--- src/rtl/me_bus_access_pkg.sv ---
// me_bus_access_pkg: shared definitions for the MEM-stage bus access block.
// Holds the excCode values, access-width encodings, FSM state enum,
// the system bridge address map and a helper for device-window decode.
package me_bus_access_pkg;

  // excCode values forwarded to CP0
  localparam logic [4:0] EXC_NONE = 5'd0;
  localparam logic [4:0] EXC_ADEL = 5'd4;
  localparam logic [4:0] EXC_ADES = 5'd5;
  localparam logic [4:0] EXC_DBE  = 5'd7;

  // Access width encodings carried by acc_wid
  localparam logic [2:0] WID_WORD = 3'd0;
  localparam logic [2:0] WID_HALF = 3'd1;
  localparam logic [2:0] WID_BYTE = 3'd2;

  typedef enum logic [1:0] {
    ST_IDLE = 2'd0,
    ST_BUSY = 2'd1,
    ST_DONE = 2'd2
  } state_e;

  // Address map: data memory is [0, DM_LIMIT]; each timer owns a
  // 12-byte window whose offset 8 is the read-only count register.
  localparam logic [31:0] DM_LIMIT      = 32'h0000_2FFF;
  localparam logic [31:0] DEV0_BASE     = 32'h0000_7F00;
  localparam logic [31:0] DEV1_BASE     = 32'h0000_7F10;
  localparam logic [31:0] DEV_SPAN      = 32'd12;
  localparam logic [31:0] DEV_COUNT_OFF = 32'd8;

  // BUSY cycles allowed before a bus error (timeout build only)
  localparam int unsigned TIMEOUT = 15;

  function automatic logic in_window(input logic [31:0] addr,
                                     input logic [31:0] base);
    return (addr >= base) && (addr < base + DEV_SPAN);
  endfunction

endpackage

--- src/rtl/me_bus_access_load_ext.sv ---
// load_ext: combinational load-data extraction and extension.
// Ports:
//   word_i  - full 32-bit word read from the bus
//   off_i   - byte offset of the access within the word
//   wid_i   - access width (WID_WORD / WID_HALF / WID_BYTE)
//   sign_i  - 1 = sign-extend, 0 = zero-extend
//   data_o  - right-aligned, extended result (0 for illegal widths)
module load_ext
  import me_bus_access_pkg::*;
(
  input  logic [31:0] word_i,
  input  logic [1:0]  off_i,
  input  logic [2:0]  wid_i,
  input  logic        sign_i,
  output logic [31:0] data_o
);

  logic [15:0] half_v;
  logic [7:0]  byte_v;

  always_comb begin
    half_v = off_i[1] ? word_i[31:16] : word_i[15:0];
    case (off_i)
      2'd0:    byte_v = word_i[7:0];
      2'd1:    byte_v = word_i[15:8];
      2'd2:    byte_v = word_i[23:16];
      default: byte_v = word_i[31:24];
    endcase
    case (wid_i)
      WID_WORD: data_o = word_i;
      WID_HALF: data_o = {{16{sign_i & half_v[15]}}, half_v};
      WID_BYTE: data_o = {{24{sign_i & byte_v[7]}}, byte_v};
      default:  data_o = '0;
    endcase
  end

endmodule

--- src/rtl/me_bus_access.sv ---
// me_bus_access: MEM-stage data access over the system bridge bus.
// Checks legality/alignment of the EX/MEM access, runs one req/ack bus
// transaction while stalling the pipeline, and returns extracted load data
// or an excCode for CP0.
// Optional feature: define ME_BUS_TIMEOUT_EN to raise DBE (excCode 7) when
// no bus_ack arrives within TIMEOUT BUSY cycles.
// Ports:
//   clk, reset (async, active-low), flush (abort current access)
//   acc_ld/acc_st/acc_addr/acc_wdata/acc_wid/acc_sign/exc_in - MEM access
//   stall, rdata, done, exc_out                              - to pipeline
//   bus_req/bus_we/bus_addr/bus_be/bus_wdata, bus_ack/bus_rdata - bus
module me_bus_access
  import me_bus_access_pkg::*;
(
  input  logic        clk,
  input  logic        reset,
  input  logic        flush,
  input  logic        acc_ld,
  input  logic        acc_st,
  input  logic [31:0] acc_addr,
  input  logic [31:0] acc_wdata,
  input  logic [2:0]  acc_wid,
  input  logic        acc_sign,
  input  logic [4:0]  exc_in,
  output logic        stall,
  output logic [31:0] rdata,
  output logic        done,
  output logic [4:0]  exc_out,
  output logic        bus_req,
  output logic        bus_we,
  output logic [31:0] bus_addr,
  output logic [3:0]  bus_be,
  output logic [31:0] bus_wdata,
  input  logic        bus_ack,
  input  logic [31:0] bus_rdata
);

  state_e      state_q, state_d;
  logic        bus_req_q, bus_req_d;
  logic        bus_we_q, bus_we_d;
  logic [31:0] bus_addr_q, bus_addr_d;
  logic [3:0]  bus_be_q, bus_be_d;
  logic [31:0] bus_wdata_q, bus_wdata_d;
  logic [31:0] rdata_q, rdata_d;
  logic        done_q, done_d;
  logic [4:0]  exc_q, exc_d;
  logic [1:0]  off_q, off_d;
`ifdef ME_BUS_TIMEOUT_EN
  localparam logic [3:0] TIMEOUT_LAST = 4'(TIMEOUT - 1);
  logic [3:0]  cnt_q, cnt_d;
`endif

  logic        acc, wid_ok, aligned, in_dm, in_dev0, in_dev1, in_dev;
  logic        ro_hit, legal, start, reject;
  logic [4:0]  adr_exc;
  logic [3:0]  be_new;
  logic [31:0] wdata_new, ld_data;

  // Extraction uses the offset captured at request time, so the result does
  // not depend on acc_addr staying stable through the ack edge.
  load_ext u_load_ext (
    .word_i (bus_rdata),
    .off_i  (off_q),
    .wid_i  (acc_wid),
    .sign_i (acc_sign),
    .data_o (ld_data)
  );

  // Access qualification, legality check and byte-lane steering
  always_comb begin
    acc     = (acc_ld | acc_st) && (exc_in == EXC_NONE);
    wid_ok  = acc_wid inside {WID_WORD, WID_HALF, WID_BYTE};
    aligned = !((acc_wid == WID_WORD && acc_addr[1:0] != 2'd0) ||
                (acc_wid == WID_HALF && acc_addr[0]));
    in_dm   = acc_addr <= DM_LIMIT;
    in_dev0 = in_window(acc_addr, DEV0_BASE);
    in_dev1 = in_window(acc_addr, DEV1_BASE);
    in_dev  = in_dev0 | in_dev1;
    // Timer count registers are read-only
    ro_hit  = acc_st && ((acc_addr == DEV0_BASE + DEV_COUNT_OFF) ||
                         (acc_addr == DEV1_BASE + DEV_COUNT_OFF));
    legal   = wid_ok && aligned && (in_dm || in_dev) &&
              !(in_dev && acc_wid != WID_WORD) && !ro_hit;
    adr_exc = acc_st ? EXC_ADES : EXC_ADEL;

    // done_q in IDLE marks a timeout completion cycle: the same instruction
    // is still presented, so no new access may start from it.
    start  = (state_q == ST_IDLE) && !done_q && acc && legal && !flush;
    reject = (state_q == ST_IDLE) && !done_q && acc && !legal;

    case (acc_wid)
      WID_BYTE: begin
        be_new    = 4'b0001 << acc_addr[1:0];
        wdata_new = {4{acc_wdata[7:0]}};
      end
      WID_HALF: begin
        be_new    = 4'b0011 << acc_addr[1:0];
        wdata_new = {2{acc_wdata[15:0]}};
      end
      default: begin
        be_new    = 4'b1111;
        wdata_new = acc_wdata;
      end
    endcase
  end

  // State register
  always_ff @(posedge clk or negedge reset) begin
    if (!reset) begin
      state_q     <= ST_IDLE;
      bus_req_q   <= 1'b0;
      bus_we_q    <= 1'b0;
      bus_addr_q  <= '0;
      bus_be_q    <= '0;
      bus_wdata_q <= '0;
      rdata_q     <= '0;
      done_q      <= 1'b0;
      exc_q       <= EXC_NONE;
      off_q       <= '0;
`ifdef ME_BUS_TIMEOUT_EN
      cnt_q       <= '0;
`endif
    end else begin
      state_q     <= state_d;
      bus_req_q   <= bus_req_d;
      bus_we_q    <= bus_we_d;
      bus_addr_q  <= bus_addr_d;
      bus_be_q    <= bus_be_d;
      bus_wdata_q <= bus_wdata_d;
      rdata_q     <= rdata_d;
      done_q      <= done_d;
      exc_q       <= exc_d;
      off_q       <= off_d;
`ifdef ME_BUS_TIMEOUT_EN
      cnt_q       <= cnt_d;
`endif
    end
  end

  // Next-state and datapath register inputs
  always_comb begin
    state_d     = state_q;
    bus_req_d   = bus_req_q;
    bus_we_d    = bus_we_q;
    bus_addr_d  = bus_addr_q;
    bus_be_d    = bus_be_q;
    bus_wdata_d = bus_wdata_q;
    rdata_d     = rdata_q;
    off_d       = off_q;
    done_d      = 1'b0;
    exc_d       = EXC_NONE;
`ifdef ME_BUS_TIMEOUT_EN
    cnt_d       = cnt_q;
`endif
    case (state_q)
      ST_IDLE: begin
        if (start) begin
          state_d     = ST_BUSY;
          bus_req_d   = 1'b1;
          bus_we_d    = acc_st;
          bus_addr_d  = {acc_addr[31:2], 2'b00};
          bus_be_d    = be_new;
          bus_wdata_d = wdata_new;
          off_d       = acc_addr[1:0];
`ifdef ME_BUS_TIMEOUT_EN
          cnt_d       = '0;
`endif
        end
      end
      ST_BUSY: begin
        if (bus_ack) begin
          state_d   = ST_DONE;
          bus_req_d = 1'b0;
          rdata_d   = ld_data;
          done_d    = 1'b1;
        end
`ifdef ME_BUS_TIMEOUT_EN
        else if (cnt_q == TIMEOUT_LAST) begin
          state_d   = ST_IDLE;
          bus_req_d = 1'b0;
          rdata_d   = '0;
          done_d    = 1'b1;
          exc_d     = EXC_DBE;
        end else begin
          cnt_d = cnt_q + 4'd1;
        end
`endif
      end
      default: state_d = ST_IDLE;
    endcase
    // Flush wins over everything; a late ack then meets IDLE and is ignored.
    if (flush) begin
      state_d   = ST_IDLE;
      bus_req_d = 1'b0;
      done_d    = 1'b0;
      exc_d     = EXC_NONE;
    end
  end

  // Outputs
  always_comb begin
    stall     = start || (!flush && state_q == ST_BUSY);
    done      = !flush && (done_q || reject);
    rdata     = rdata_q;
    bus_req   = bus_req_q;
    bus_we    = bus_we_q;
    bus_addr  = bus_addr_q;
    bus_be    = bus_be_q;
    bus_wdata = bus_wdata_q;
    if (done_q)
      exc_out = exc_q;
    else if (reject)
      exc_out = adr_exc;
    else if (state_q == ST_IDLE)
      exc_out = exc_in;
    else
      exc_out = EXC_NONE;
  end

endmodule

--- config.mk ---
export PLATFORM = sky130hd
export DESIGN_NAME = me_bus_access
export DESIGN_NICKNAME = d
export VERILOG_FILES = /design/src/rtl/me_bus_access_pkg.sv /design/src/rtl/me_bus_access_load_ext.sv /design/src/rtl/me_bus_access.sv
export SDC_FILE = /design/constraint.sdc
export NUM_CORES = 1
export LEC_CHECK = 0
export ABC_CLOCK_PERIOD_IN_PS = 2490
export CORE_MARGIN = 5
export CORE_UTILIZATION = 43
export CTS_CLUSTER_DIAMETER = 150
export DETAILED_ROUTE_END_ITERATION = 16
export PLACE_DENSITY = 0.88
export SLEW_MARGIN = 20
export SYNTH_ARGS = -nofsm -noshare
export SYNTH_HDL_FRONTEND = slang
export SYNTH_SLANG_ARGS = --single-unit
--- constraint.sdc ---
create_clock -name clk -period 2.49 [get_ports clk]
set_input_delay 0.249 -clock clk [delete_from_list [all_inputs] [get_ports clk]]
set_output_delay 0.249 -clock clk [all_outputs]
set_load 0.01 [all_outputs]
* Word-level counts from Yosys, hierarchy flattened
Cells that the tools add are included.
** Word-level totals
- Bits in registers :: 105
- Input port bits :: 111
- Output and inout bits :: 109
- Word-level logic and storage cells :: 90
** Cells by class
- $lt $le $gt $ge :: 5
- Eq/ne operators :: 9
- Shifts and indexed selects :: 2
- Muxes and demuxes :: 20
- Bitwise logic cells :: 4
- Reduce and logical (&&, ||, !) cells :: 41
** Operator list (number)
- case mux 32 bit (3 select lines) :: 1
- == test 32 x 15 -> 1 bit, second input constant :: 2
- >= comparator 32 x 15 -> 1 bit, second input constant :: 2
- < comparator 32 x 15 -> 1 bit, second input constant :: 2
- case mux 32 bit (2 select lines) :: 1
- <= comparator 32 x 14 -> 1 bit, second input constant :: 1
- case mux 8 bit (3 select lines) :: 1
- logical AND 1 bit :: 18
- two-way mux 16 bit :: 1
- two-way mux 5 bit :: 3
- nonzero test 3 bit :: 3
- case mux 4 bit (2 select lines) :: 1
- two-way mux 1 bit :: 7
- logical NOT 1 bit :: 6
- two-way mux 2 bit :: 3
- != test 3 bit, second input constant :: 2
- AND reduction 2 bit :: 3
- logical NOT 5 bit :: 1
- logical OR 1 bit :: 5
- == test 2 x 1 -> 1 bit, second input constant :: 2
- logical NOT 2 bit :: 2
- case mux 2 bit (2 select lines) :: 1
- << shifter 1 x 2 -> 4 bit, first input constant :: 1
- << shifter 2 x 2 -> 4 bit, first input constant :: 1
- 9 further kinds :: 11

* Longest topological paths before layout
- Word-level depth :: 13
- Mapped depth :: 7
- Gate-level depth less buffers :: 5

* Cells and area by module
From an unflattened synthesis, not the netlist that was laid out.
** Unflattened totals
- Cells, all modules :: 481
- Area total of the unflattened synthesis :: 5683.0 um^2
** Modules (own cells, without submodules)
- me_bus_access :: instances 1, cells an instance 364, area an instance 4835.9 um^2, sequential area each 2627.5 um^2
- load_ext :: instances 1, cells an instance 117, area an instance 847.1 um^2, sequential area each 0.0 um^2

* Least setup slack after synthesis
OpenSTA, ideal clock, no wires.
- Kind :: register to register
- From :: register done_q
- To :: register bus_wdata_q[8], in the netlist bus_wdata[8]
- Setup time :: 125 ps
- Arrival time :: 2018 ps
- Data required time :: 2365 ps
- Setup slack :: 347 ps
- Stages on the path, launching flop included :: 7
- Buffers on the path :: 1
- Clock period less this slack :: 2143 ps
- Path through :: dfrtp_1 -> nor3_1 -> or4b_1 -> nor2_2 -> nand3_4 -> clkbuf_2 -> mux2_4
** Between the ends
- Cells in the longest elaborated chain, start to end :: 6
** Ends and longest elaborated chain
- from (decl) :: line me_bus_access.sv:45 : logic done_q, done_d;
- from (signal assigned) :: line me_bus_access.sv:131 : done_q <= done_d;
- logical NOT 1 bit :: line me_bus_access.sv:88 : start = (state_q == ST_IDLE) && !done_q && acc && legal && !flush;
- logical AND 1 bit (4 in series) :: line me_bus_access.sv:88
- AND reduction 2 bit (no source line)
- to (signal assigned) :: line me_bus_access.sv:129 : bus_wdata_q <= bus_wdata_d;
- to (decl) :: line me_bus_access.sv:43 : logic [31:0] bus_wdata_q, bus_wdata_d;
No other way between the ends.
A chain may end at the register's enable or synchronous reset.

* Worst setup path in the final report
- From :: input exc_in[1]
- To :: output exc_out[0]
** Between the ends
- Cells in the longest elaborated chain, start to end :: 6
** Ends and longest elaborated chain
- from (decl) :: line me_bus_access.sv:24 : input logic [4:0] exc_in,
- logical NOT 5 bit :: line me_bus_access.sv:71 : acc = (acc_ld | acc_st) && (exc_in == EXC_NONE);
- logical AND 1 bit :: line me_bus_access.sv:71
- logical AND 1 bit (2 in series) :: line me_bus_access.sv:89 : reject = (state_q == ST_IDLE) && !done_q && acc && !legal;
- two-way mux 5 bit :: line me_bus_access.sv:212 : else if (reject)
- two-way mux 5 bit :: line me_bus_access.sv:210 : if (done_q)
- to (decl) :: line me_bus_access.sv:28 : output logic [4:0] exc_out,
No other way between the ends.

==> results.sh <==
export IMPL_initial_core_util_pct=44.3
export IMPL_worst_clock_skew_ns=0.00607
export IMPL_rows=39
export IMPL_netlist_top_cells_count="dfrtp_1, mux2_2, nor2_1"
export IMPL_cts_root_buf="clkbuf_16"
export IMPL_relSlewSlack_pct=28.1
export IMPL_ys_seq_area_share_pct=51.3
export IMPL_via_count=4701
export IMPL_status="finished, final reports clean"
export IMPL_cts_setup_buffers=0
export IMPL_yosysWarnings=0
export IMPL_synth_ff_type="dfrtp_1"
export IMPL_finalPower_mw=3.50
export IMPL_final_max_slew_viol_count=0
export IMPL_ir_drop_uv=275
export IMPL_grt_pass1_vias=5151
export IMPL_min_period_over_period_pct=96.8
export IMPL_worstSetupEndpoint="exc_out[0]"
export IMPL_grt_overflow=0
export IMPL_core_area_mm2=0.0116
export IMPL_tns_ns=0
export IMPL_grt_max_degree=61
export IMPL_hold_slack_ns=0.421
export IMPL_synth_area_leaders="dfrtp_1, mux2_2, a21oi_1, nor2_1, mux4_2"
export IMPL_ys_seq_elements=105
export IMPL_insertedDiodeCount=0
export IMPL_ys_async_sr_fraction_pct=100
export IMPL_r2r_cells=7
export IMPL_grt_pass1_wl_um=26900
export IMPL_final_nets=812
export IMPL_drc=0
export IMPL_timing_rr_end="bus_wdata[13]$_DFFE_PN0P_"
export IMPL_start_kind="primary input"
export IMPL_crit_path_max_fanout=3
export IMPL_synth_edff_count=0
export IMPL_cts_tree="yes"
export IMPL_timing_rr_start="done_q$_DFF_PN0_"
export IMPL_port_buffers=217
export IMPL_endpoint_kind="output port"
export IMPL_hold_viol=0
export IMPL_synthCells=470
export IMPL_synth_top_area_share_pct=51.3
export IMPL_yosys_cell_types_count=42
export IMPL_die_x_um=119
export IMPL_die_h_um=119
export IMPL_fmax_ghz=0.415
export IMPL_vias_per_cell=5.54
export IMPL_cts_buffer_depth=2
export IMPL_arrival_ns=2.16
export IMPL_wl_per_cell_um=19.6
export IMPL_synth_area_per_cell_um2=10.9
export IMPL_place_area_mm2=0.00762
export IMPL_area_growth_syn_to_layout_pct=54.6
export IMPL_cp_data_required_time_ns=2.24
export IMPL_dpl_hpwl_um=12700
export IMPL_yosysMostFrequentCell="dfrtp_1"
export IMPL_clkSinkCount=105
export IMPL_drive_gt1_share_pct=20.1
export IMPL_cap_violations=0
export IMPL_yosysTopAreaCell="dfrtp_1"
export IMPL_fin_area_mm2=0.00793
export IMPL_totalWireLength_um=16600
export IMPL_fillerInstances=820
export IMPL_crit_type="primary input to output port"
export IMPL_die_area_mm2=0.0142
export IMPL_hold_class="primary input to flip-flop"
export IMPL_antenna_found_initial=0
export IMPL_ant_nets=0
export IMPL_synth_area_mm2=0.00513
export IMPL_worstMarginPinSlew_ns=1.08
export IMPL_io_pins=220
export IMPL_htreeDepth=3
export IMPL_setup_viol=0
export IMPL_insertion_delay_ns=0.34
export IMPL_drtIter0Drc=459
export IMPL_clkTransAtPathRegs_ns=0.07
export IMPL_track_usage_pct=23.5
export IMPL_cellLeakagePower_nw=3.51
export IMPL_grt_setup_unrepaired="no"
export IMPL_reg2reg_slack_ns=0.22
export IMPL_power_density_mw_per_mm2=442
export IMPL_post_route_min_period_ns=2.41
export IMPL_numCtsBuffers=9
export IMPL_gp_congestion=0.913
export IMPL_crit_path_start="exc_in[1]"
export IMPL_dr_pass1_iters=7
## layout make-up
cell class	instances	area, µm²	area share [%]
Clock buffer	9	225	2.84
Inverter	3	11.3	0.142
Clock inverter	7	52.6	0.663
Tap cell	143	179	2.26
Timing Repair Buffer	252	2460	31.1
Sequential cell	105	2630	33.2
Multi-Input combinational cell	330	2370	29.9
## report_power, final
group | internal [mW] | switching [mW]
sequential | 1.70 | 0.000000486
clock | 0.686 | 0.652
combinational | 0.258 | 0.204
total | 2.65 | 0.856
## registers in the layout (all words and copies together), names as in the netlist
| name | cells |
|---|---|
| done_q | 1 |
| state_q | 2 |
| bus_we | 1 |
| bus_wdata | 32 |
| rdata | 32 |
| off_q | 2 |
| bus_be | 4 |
| bus_req | 1 |
| bus_addr | 30 |
## worst min-delay path by stage
stage,cells after the start,end,start,slack [ns]
after floorplan,0,bus_addr[10]$_DFFE_PN0P_,reset,-0.05
after global placement,1,bus_addr[2]$_DFFE_PN0P_,reset,0.29
after detailed placement,1,bus_addr[2]$_DFFE_PN0P_,reset,0.30
after CTS,4,bus_req$_DFFE_PN0P_,exc_in[3],0.38
after global routing,4,bus_req$_DFFE_PN0P_,exc_in[3],0.46
final,4,bus_req$_DFFE_PN0P_,exc_in[3],0.42
## stage by stage
step	util (%)	setup WS [ns]	instances
2_1_floorplan	-	0.347	471
3_3_place_gp	65.9	-0.450	832
3_5_place_dp	65.9	-0.501	832
4_1_cts	68.5	0.0259	849
5_1_grt	68.5	0.0165	849
6_report	68.5	0.0801	849
## cells by family after synthesis
family	count (synthesis)	share of synthesized area [%]
DFF	105	51.3
AOI/OAI and AO/OA	102	12.2
other	1	0.0732
and+or+nand+nor	149	13.9
buffers and inverters	36	3.54
muxes	77	19.1
## timing repair
item | in CTS | in global routing
hold buffers | 1 | 0
pin swaps | 5 | 2
endpoints found under the setup margin | 4 | 4
gates resized for setup | 24 | 1
hold endpoints to repair | 45 | 0
## per-layer routing
metal | vias up | GRT usage [%] | share of wire, %
met5 | - | 0 | 0
met4 | 0 | 9.12 | 3.0
met3 | 43 | 6.07 | 8.7
met2 | 227 | 40.1 | 49
met1 | 2280 | 28.6 | 39
li1 | 2151 | - | -
## worst max-delay path, stage by stage
cell	delay [ns]
clkdlybuf4s50_1	0.43
or4_4	0.48
or4b_4	0.53
a21oi_4	0.18
a22o_1	0.16
buf_2	0.13
## layout by cell type (no fill, tap or decap), types with 5 or more instances in the layout
master | synthesis | routed
clkdlybuf4s50_1 | 0 | 210
dfrtp_1 | 105 | 105
mux2_2 | 60 | 60
nor2_1 | 50 | 50
nand2_1 | 42 | 42
a21oi_1 | 42 | 41
buf_4 | 2 | 31
o21ai_0 | 24 | 24
and2_1 | 20 | 20
mux2_4 | 9 | 9
clkbuf_16 | 0 | 9
a221oi_1 | 8 | 8
o22ai_1 | 8 | 8
mux4_2 | 7 | 7
a222oi_1 | 7 | 7
nand3_1 | 6 | 6
nor3_1 | 6 | 5
nand2b_1 | 5 | 5
(Power assumes the default switching activity.)
